===== config.mk =====
export PLATFORM = sky130hd
export DESIGN_NAME = load_writeback_unit
export DESIGN_NICKNAME = d
export VERILOG_FILES = /design/src/rtl/load_writeback_unit.sv
export SDC_FILE = /design/constraint.sdc
export NUM_CORES = 1
export LEC_CHECK = 0
export CAP_MARGIN = 20
export CELL_PAD_IN_SITES_DETAIL_PLACEMENT = 0
export CELL_PAD_IN_SITES_GLOBAL_PLACEMENT = 1
export CORE_MARGIN = 4
export CORE_UTILIZATION = 52
export DETAILED_ROUTE_END_ITERATION = 10
export DONT_BUFFER_PORTS = 1
export HOLD_SLACK_MARGIN = 0.05
export PLACE_DENSITY_LB_ADDON = 0.1
export SLEW_MARGIN = 20
export SYNTH_ARGS = -nofsm -noshare
export SYNTH_HDL_FRONTEND = slang
export SYNTH_SLANG_ARGS = --single-unit

===== constraint.sdc =====
create_clock -name clk -period 5 [get_ports clk]
set_input_delay 1 -clock clk [delete_from_list [all_inputs] [get_ports clk]]
set_output_delay 1 -clock clk [all_outputs]
set_load 0.05 [all_outputs]

===== src/rtl/load_writeback_unit.sv =====
// Load path from the data-memory read port to the register-file write port (A3/WD3/WE3).
// Define LOAD_TIMEOUT_EN to abandon a load whose read data never returns.
module load_writeback_unit #(
    parameter int TIMEOUT_CYCLES = 16,
    parameter int CNT_W          = 5
) (
    input  logic        clk,
    input  logic        rst,
    input  logic        ld_valid,
    output logic        ld_ready,
    input  logic [31:0] ld_addr,
    input  logic [4:0]  ld_rd,
    input  logic [2:0]  ld_funct3,
    output logic        mem_req,
    output logic [31:0] mem_addr,
    input  logic        mem_rvalid,
    input  logic [31:0] mem_rdata,
    output logic [4:0]  A3,
    output logic [31:0] WD3,
    output logic        WE3,
    output logic        busy,
    output logic        ld_err
);

    typedef enum logic [1:0] {
        ST_IDLE = 2'd0,
        ST_REQ  = 2'd1,
        ST_WB   = 2'd2
    } state_t;

    state_t      state_r;
    logic [1:0]  lane_r;
    logic [4:0]  rd_r;
    logic [2:0]  funct3_r;
    logic        accept_s;
    logic        req_err_s;
    logic        timeout_s;
    logic [31:0] ext_data_s;

    function automatic logic load_illegal(input logic [2:0] f3, input logic [1:0] lane);
        logic bad;
        case (f3)
            3'b000, 3'b100: bad = 1'b0;
            3'b001, 3'b101: bad = lane[0];
            3'b010:         bad = (lane != 2'b00);
            default:        bad = 1'b1;
        endcase
        return bad;
    endfunction

    function automatic logic [31:0] extract_load(input logic [2:0] f3, input logic [1:0] lane,
                                                 input logic [31:0] word);
        logic [7:0]  b;
        logic [15:0] h;
        logic [31:0] res;
        case (lane)
            2'd0:    b = word[7:0];
            2'd1:    b = word[15:8];
            2'd2:    b = word[23:16];
            default: b = word[31:24];
        endcase
        h = lane[1] ? word[31:16] : word[15:0];
        case (f3)
            3'b000:  res = {{24{b[7]}}, b};
            3'b001:  res = {{16{h[15]}}, h};
            3'b010:  res = word;
            3'b100:  res = {24'h000000, b};
            3'b101:  res = {16'h0000, h};
            default: res = 32'h0000_0000;
        endcase
        return res;
    endfunction

    assign accept_s   = ld_valid && ld_ready;
    assign req_err_s  = load_illegal(ld_funct3, ld_addr[1:0]);
    assign ext_data_s = extract_load(funct3_r, lane_r, mem_rdata);

`ifdef LOAD_TIMEOUT_EN
    logic [CNT_W-1:0] cnt_r;

    // Counts REQ cycles without read data; held at zero outside REQ so each load starts fresh.
    always_ff @(posedge clk or negedge rst) begin
        if (!rst) begin
            cnt_r <= {CNT_W{1'b0}};
        end else if (state_r == ST_REQ && !mem_rvalid) begin
            cnt_r <= cnt_r + CNT_W'(1);
        end else begin
            cnt_r <= {CNT_W{1'b0}};
        end
    end

    // Terminal count is reached in the TIMEOUT_CYCLES-th REQ cycle; rvalid in that cycle still wins.
    assign timeout_s = (state_r == ST_REQ) && (cnt_r == CNT_W'(TIMEOUT_CYCLES - 1));
`else
    assign timeout_s = 1'b0;
`endif

    // Load sequencing FSM with all handshake and write-port outputs registered.
    always_ff @(posedge clk or negedge rst) begin
        if (!rst) begin
            state_r  <= ST_IDLE;
            lane_r   <= 2'b00;
            rd_r     <= 5'd0;
            funct3_r <= 3'b000;
            ld_ready <= 1'b1;
            busy     <= 1'b0;
            mem_req  <= 1'b0;
            mem_addr <= 32'h0000_0000;
            A3       <= 5'd0;
            WD3      <= 32'h0000_0000;
            WE3      <= 1'b0;
            ld_err   <= 1'b0;
        end else begin
            ld_err <= 1'b0;
            case (state_r)
                ST_IDLE: begin
                    WE3 <= 1'b0;
                    A3  <= 5'd0;
                    WD3 <= 32'h0000_0000;
                    if (accept_s) begin
                        lane_r   <= ld_addr[1:0];
                        rd_r     <= ld_rd;
                        funct3_r <= ld_funct3;
                        if (req_err_s) begin
                            ld_err <= 1'b1;
                        end else begin
                            state_r  <= ST_REQ;
                            mem_req  <= 1'b1;
                            mem_addr <= {ld_addr[31:2], 2'b00};
                            ld_ready <= 1'b0;
                            busy     <= 1'b1;
                        end
                    end else begin
                        state_r <= ST_IDLE;
                    end
                end
                ST_REQ: begin
                    if (mem_rvalid) begin
                        state_r <= ST_WB;
                        mem_req <= 1'b0;
                        // Writes to x0 still pass through WB but never touch the register file.
                        WE3     <= (rd_r != 5'd0);
                        A3      <= rd_r;
                        WD3     <= (rd_r != 5'd0) ? ext_data_s : 32'h0000_0000;
                    end else if (timeout_s) begin
                        state_r  <= ST_IDLE;
                        mem_req  <= 1'b0;
                        ld_ready <= 1'b1;
                        busy     <= 1'b0;
                        ld_err   <= 1'b1;
                    end else begin
                        state_r <= ST_REQ;
                    end
                end
                ST_WB: begin
                    state_r  <= ST_IDLE;
                    WE3      <= 1'b0;
                    A3       <= 5'd0;
                    WD3      <= 32'h0000_0000;
                    ld_ready <= 1'b1;
                    busy     <= 1'b0;
                end
                default: begin
                    state_r  <= ST_IDLE;
                    mem_req  <= 1'b0;
                    WE3      <= 1'b0;
                    A3       <= 5'd0;
                    WD3      <= 32'h0000_0000;
                    ld_ready <= 1'b1;
                    busy     <= 1'b0;
                end
            endcase
        end
    end

endmodule


-- After elaboration in Yosys (flattened, before gate mapping)
Cells that the tools add are included.
- add/subtract/negate cells: 0
- $mul: 0
- divide/modulo/power cells: 0
- magnitude comparators: 0
- equality and inequality tests: 16
- shift-type cells: 0
- muxes and demuxes: 26
- bitwise operators: 3
- reduce and logical (&&, ||, !) cells: 13
- operators with widths (operator ; count):
    $pmux W32 S5 ; 1
    $mux W32 ; 3
    $pmux W8 S3 ; 1
    $mux W16 ; 1
    $eq A3 B3 Y1 const B ; 4
    $mux W1 ; 10
    $mux W5 ; 2
    $eq A3 B1 Y1 const B ; 2
    $eq A3 B2 Y1 const B ; 2
    $logic_not A3 Y1 ; 2
    $mux W2 ; 3
    $ne A2 B2 Y1 const B ; 3
    $pmux W1 S3 ; 2
    $reduce_and A3 Y1 ; 2
    $reduce_bool A5 Y1 ; 1
    $eq A2 B1 Y1 const B ; 2
    $eq A2 B2 Y1 const B ; 2
    $logic_not A2 Y1 ; 2
    $pmux W1 S2 ; 2
    $pmux W2 S2 ; 1
    $reduce_and A4 Y1 ; 1
    $reduce_or A2 Y1 ; 2
    $ne A3 B3 Y1 const B ; 1
    $not A1 Y1 ; 3
    other kinds (3) ; 3
- register bits: 84
- bits in latches: 0
- RAM bits: 0
- ROM bits: 0
- input bits: 76
- output and inout bits: 74
- logic and storage cells: 70
- memories: 0

-- Logic depth before layout (Yosys ltp)
- depth after elaboration: 6
- gate-level depth with buffers: 7
- mapped depth without buffers: 4

-- Worst setup path after synthesis
Ideal clock, no wire load.
- path type: input port to flip-flop
- start point: input ld_funct3[2]
- end point: register mem_addr[10]
- setup time: 125 ps
- arrival time: 2143 ps
- data required time: 4875 ps
- setup slack: 2732 ps
- stages on the path: 5
- buffers on the path: 1
- path through: o31a_1 o22ai_1 nand2_1 clkbuf_1 mux2_2
- cells in the longest elaborated chain, start to end: 5
- elaborated cells on any way between the ends: 10
- classes of those cells: 4 x eq/ne; 1 x mux; 1 x bitwise; 4 x reduce/logical
- ends and longest elaborated chain (what ; line ; source):
    from (decl) ; 13 ; input logic [2:0] ld_funct3,
    $eq A3 B1 Y1, or another cell as far along ; 42 ; case (f3)
    $reduce_or A2 Y1 ; 42 ;
    $pmux W1 S3 (*) ; 42 ;
    $not A1 Y1 (no line) (*) ; - ;
    $reduce_and A3 Y1 (no line) (*) ; - ;
    to (signal assigned) ; 129 ; mem_addr <= {ld_addr[31:2], 2'b00};
    to (decl) ; 15 ; output logic [31:0] mem_addr,
Every way passes the cells marked *; elsewhere a longest branch is shown, timed or not.
A chain may end at the register's enable or synchronous reset.

-- Worst setup path in the final report
- start point: register ld_ready
- end point: output ld_ready
- RTL lines (what ; line ; source):
    from (decl) ; 10 ; output logic ld_ready,
    from (signal assigned) ; 105 ; ld_ready <= 1'b1;
    from (signal assigned) ; 130 ; ld_ready <= 1'b0;
    from (signal assigned) ; 148 ; ld_ready <= 1'b1;
No word-level cell between the ends.

==> results.sh <==
export IMPL_synth_commonest_cells="dfrtp_1 (83), mux2_2 (47), nand2_1 (22), a221o_1 (16), clkbuf_1 (15)"
export IMPL_p_leak_nw=1.838
export IMPL_detail_route_iter0_violations=124
export IMPL_layout_nets=344
export IMPL_path_clk_slew_ns=0.08
export IMPL_syn_cell_area_sq_um=3620
export IMPL_ant_nets=0
export IMPL_tritoncts="yes"
export IMPL_die_width_um=91.43
export IMPL_hpwlAfterDp_mm=6.049
export IMPL_initial_utilization=0.5328
export IMPL_grt_ovfl_total=0
export IMPL_worstPathArrival_ns=1.05
export IMPL_core_area_sq_um=6794
export IMPL_power_density_nw_per_um2=316.7
export IMPL_ir_drop_mv=0.1080
export IMPL_yosysWarnings=0
export IMPL_dieArea_sq_um=8359
export IMPL_hp_class="in -> async"
export IMPL_synth_area_leaders="dfrtp_1 (57%), mux2_2 (15%), a221o_1 (4.4%)"
export IMPL_synth_cell_types=37
export IMPL_ios=150
export IMPL_finalSetupViolations=0
export IMPL_routedWlPerCell_um=22.63
export IMPL_insertion_delay_ns=0.34
export IMPL_maxSlewViolCount=0
export IMPL_synth_top_flop_cell="dfrtp_1"
export IMPL_wl_mm=8.328
export IMPL_worst_pin_slew_ns=0.6227
export IMPL_gp_congestion=0.7874
export IMPL_cts_buffer_depth=2
export IMPL_via_per_inst=6.209
export IMPL_syn_inst=278
export IMPL_cts_sinks=84
export IMPL_status="finished, final reports clean"
export IMPL_utilization=0.5698
export IMPL_synth_edf_count=0
export IMPL_async_flop_share=1.000
export IMPL_syn2layout_area_growth_pct=6.948
export IMPL_cp_depth=0
export IMPL_finalClockSkew_ns=0.008105
export IMPL_fmax_mhz=487.0
export IMPL_grt_pass1_vias=2327
export IMPL_fin_setup_tns_ns=0
export IMPL_max_slew_margin_rel=0.5849
export IMPL_crit_path_end_kind="output pin"
export IMPL_synth_top_area_frac=0.5738
export IMPL_criticalPathCategory="reg -> out"
export IMPL_rsz0062_at_grt="no"
export IMPL_firstDrtPassIters=4
export IMPL_period_share=0.4107
export IMPL_post_cts_buffers=0
export IMPL_yosys_register_bits=84
export IMPL_yosysSeqAreaShare=0.5811
export IMPL_antenna_found_initial=0
export IMPL_grt_max_degree=85
export IMPL_cts_buffers=9
export IMPL_root_buffer="clkbuf_8"
export IMPL_start_kind="register"
export IMPL_drive_gt1_frac=0.2574
export IMPL_worstPathMaxFanout=3
export IMPL_track_usage=0.2021
export IMPL_holdBufCountCts=0
export IMPL_htree_levels=3
export IMPL_port_buffers=0
export IMPL_std_cell_rows=30
export IMPL_drc=0
export IMPL_yosys_cell_count_top_type="dfrtp_1"
export IMPL_crit_required_ns=4.00
export IMPL_finalCriticalPeriod_ns=2.054
export IMPL_antenna_cells=0
export IMPL_synth_top_area_cell="dfrtp_1"
export IMPL_grt_pass1_wl_mm=13.15
export IMPL_rr_worst_depth=6
export IMPL_syn_area_per_cell_sq_um=13.02
export IMPL_die_h_um=91.43
export IMPL_place_inst=353
export IMPL_maxCapViolations=0
export IMPL_cts_resized=0
export IMPL_stdcell_count=368
export IMPL_vias=2285
export IMPL_hold_viol=0
## flip-flops by register name, summed over array words and instances (netlist names)
signal,flops
funct3_r,3
mem_addr,30
rd_r,5
WD3,32
state_r,2
ld_ready,1
WE3,1
ld_err,1
busy,1
mem_req,1
lane_r,2
A3,5
## cells by family (layout without fill, tap and decap cells)
| family | after synthesis | after routing | share of synthesized area |
|---|---|---|---|
| AO/OA/AOI/OAI | 65 | 65 | 0.1500 |
| buffers and inverters | 27 | 20 | 0.03594 |
| flip-flops | 84 | 84 | 0.5811 |
| multiplexers | 57 | 57 | 0.1739 |
| other | 1 | 2 | 0.001036 |
| AND/OR/NAND/NOR | 44 | 44 | 0.05807 |
## where the power goes
group,leakage (nW),switching [mW],internal [mW]
clock network,0.109,0.236,0.295
logic,0.564,0.00964,0.00709
registers,1.17,0,0.679
## cell usage in the layout (no fill, tap or decap), types with 2 or more instances in the layout
master and instances:
dfrtp_1 83, nor2_1 9, nand2_1 22, clkbuf_8 10, mux2_2 47, bufinv_16 2
a222oi_1 8, buf_4 3, conb_1 2, nand2b_1 2, o21a_1 2, o21ai_0 11
mux2i_1 10, a22o_1 6, a221oi_1 8, a22oi_1 8, a221o_1 16, inv_1 2
## per-stage QoR
| stage | power (mW) | hold WS [ns] | setup WS [ns] | area (sq um) |
|---|---|---|---|---|
| finish | 1.226 | 0.3388 | 2.946 | 3871 |
| global route | 1.277 | 0.3110 | 2.853 | 3871 |
| CTS | 1.239 | 0.3283 | 2.927 | 3871 |
| detailed placement | 0.7089 | 0.5048 | 2.674 | 3649 |
| global placement | 0.7089 | 0.5053 | 2.672 | 3649 |
| floorplan | 0.7079 | 0.4553 | 2.732 | 3623 |
## cell type report
type                       count  area [sq um]
tap                           96         120.1
sequential                    84          2103
multi-input combinational    168          1395
timing repair buffer           3         22.52
clock inverter                 5         85.08
fill                         566          2923
clock buffer                  10         137.6
inverter                       2         7.507
## final timing paths
kind / endpoint / startpoint / slack (ns)
max: ld_ready / ld_ready / 2.95
min: mem_addr[21] / rst / 0.34
max reg2reg: mem_addr[6] / ld_ready / 2.99
min reg2reg: ld_err / state_r[0] / 0.51
max in group asynchronous: ld_ready / rst / 4.45
min in group clk: ld_err / state_r[0] / 0.51
## layer usage
metal,vias up,routed length (um),global-route usage
li1,1027,-,-
met4,0,133,0.07663
met5,-,0,0
met3,12,921,0.09031
met2,105,3752,0.2921
met1,1141,3520,0.2663
Note: power is estimated with default switching activity, not from simulation.
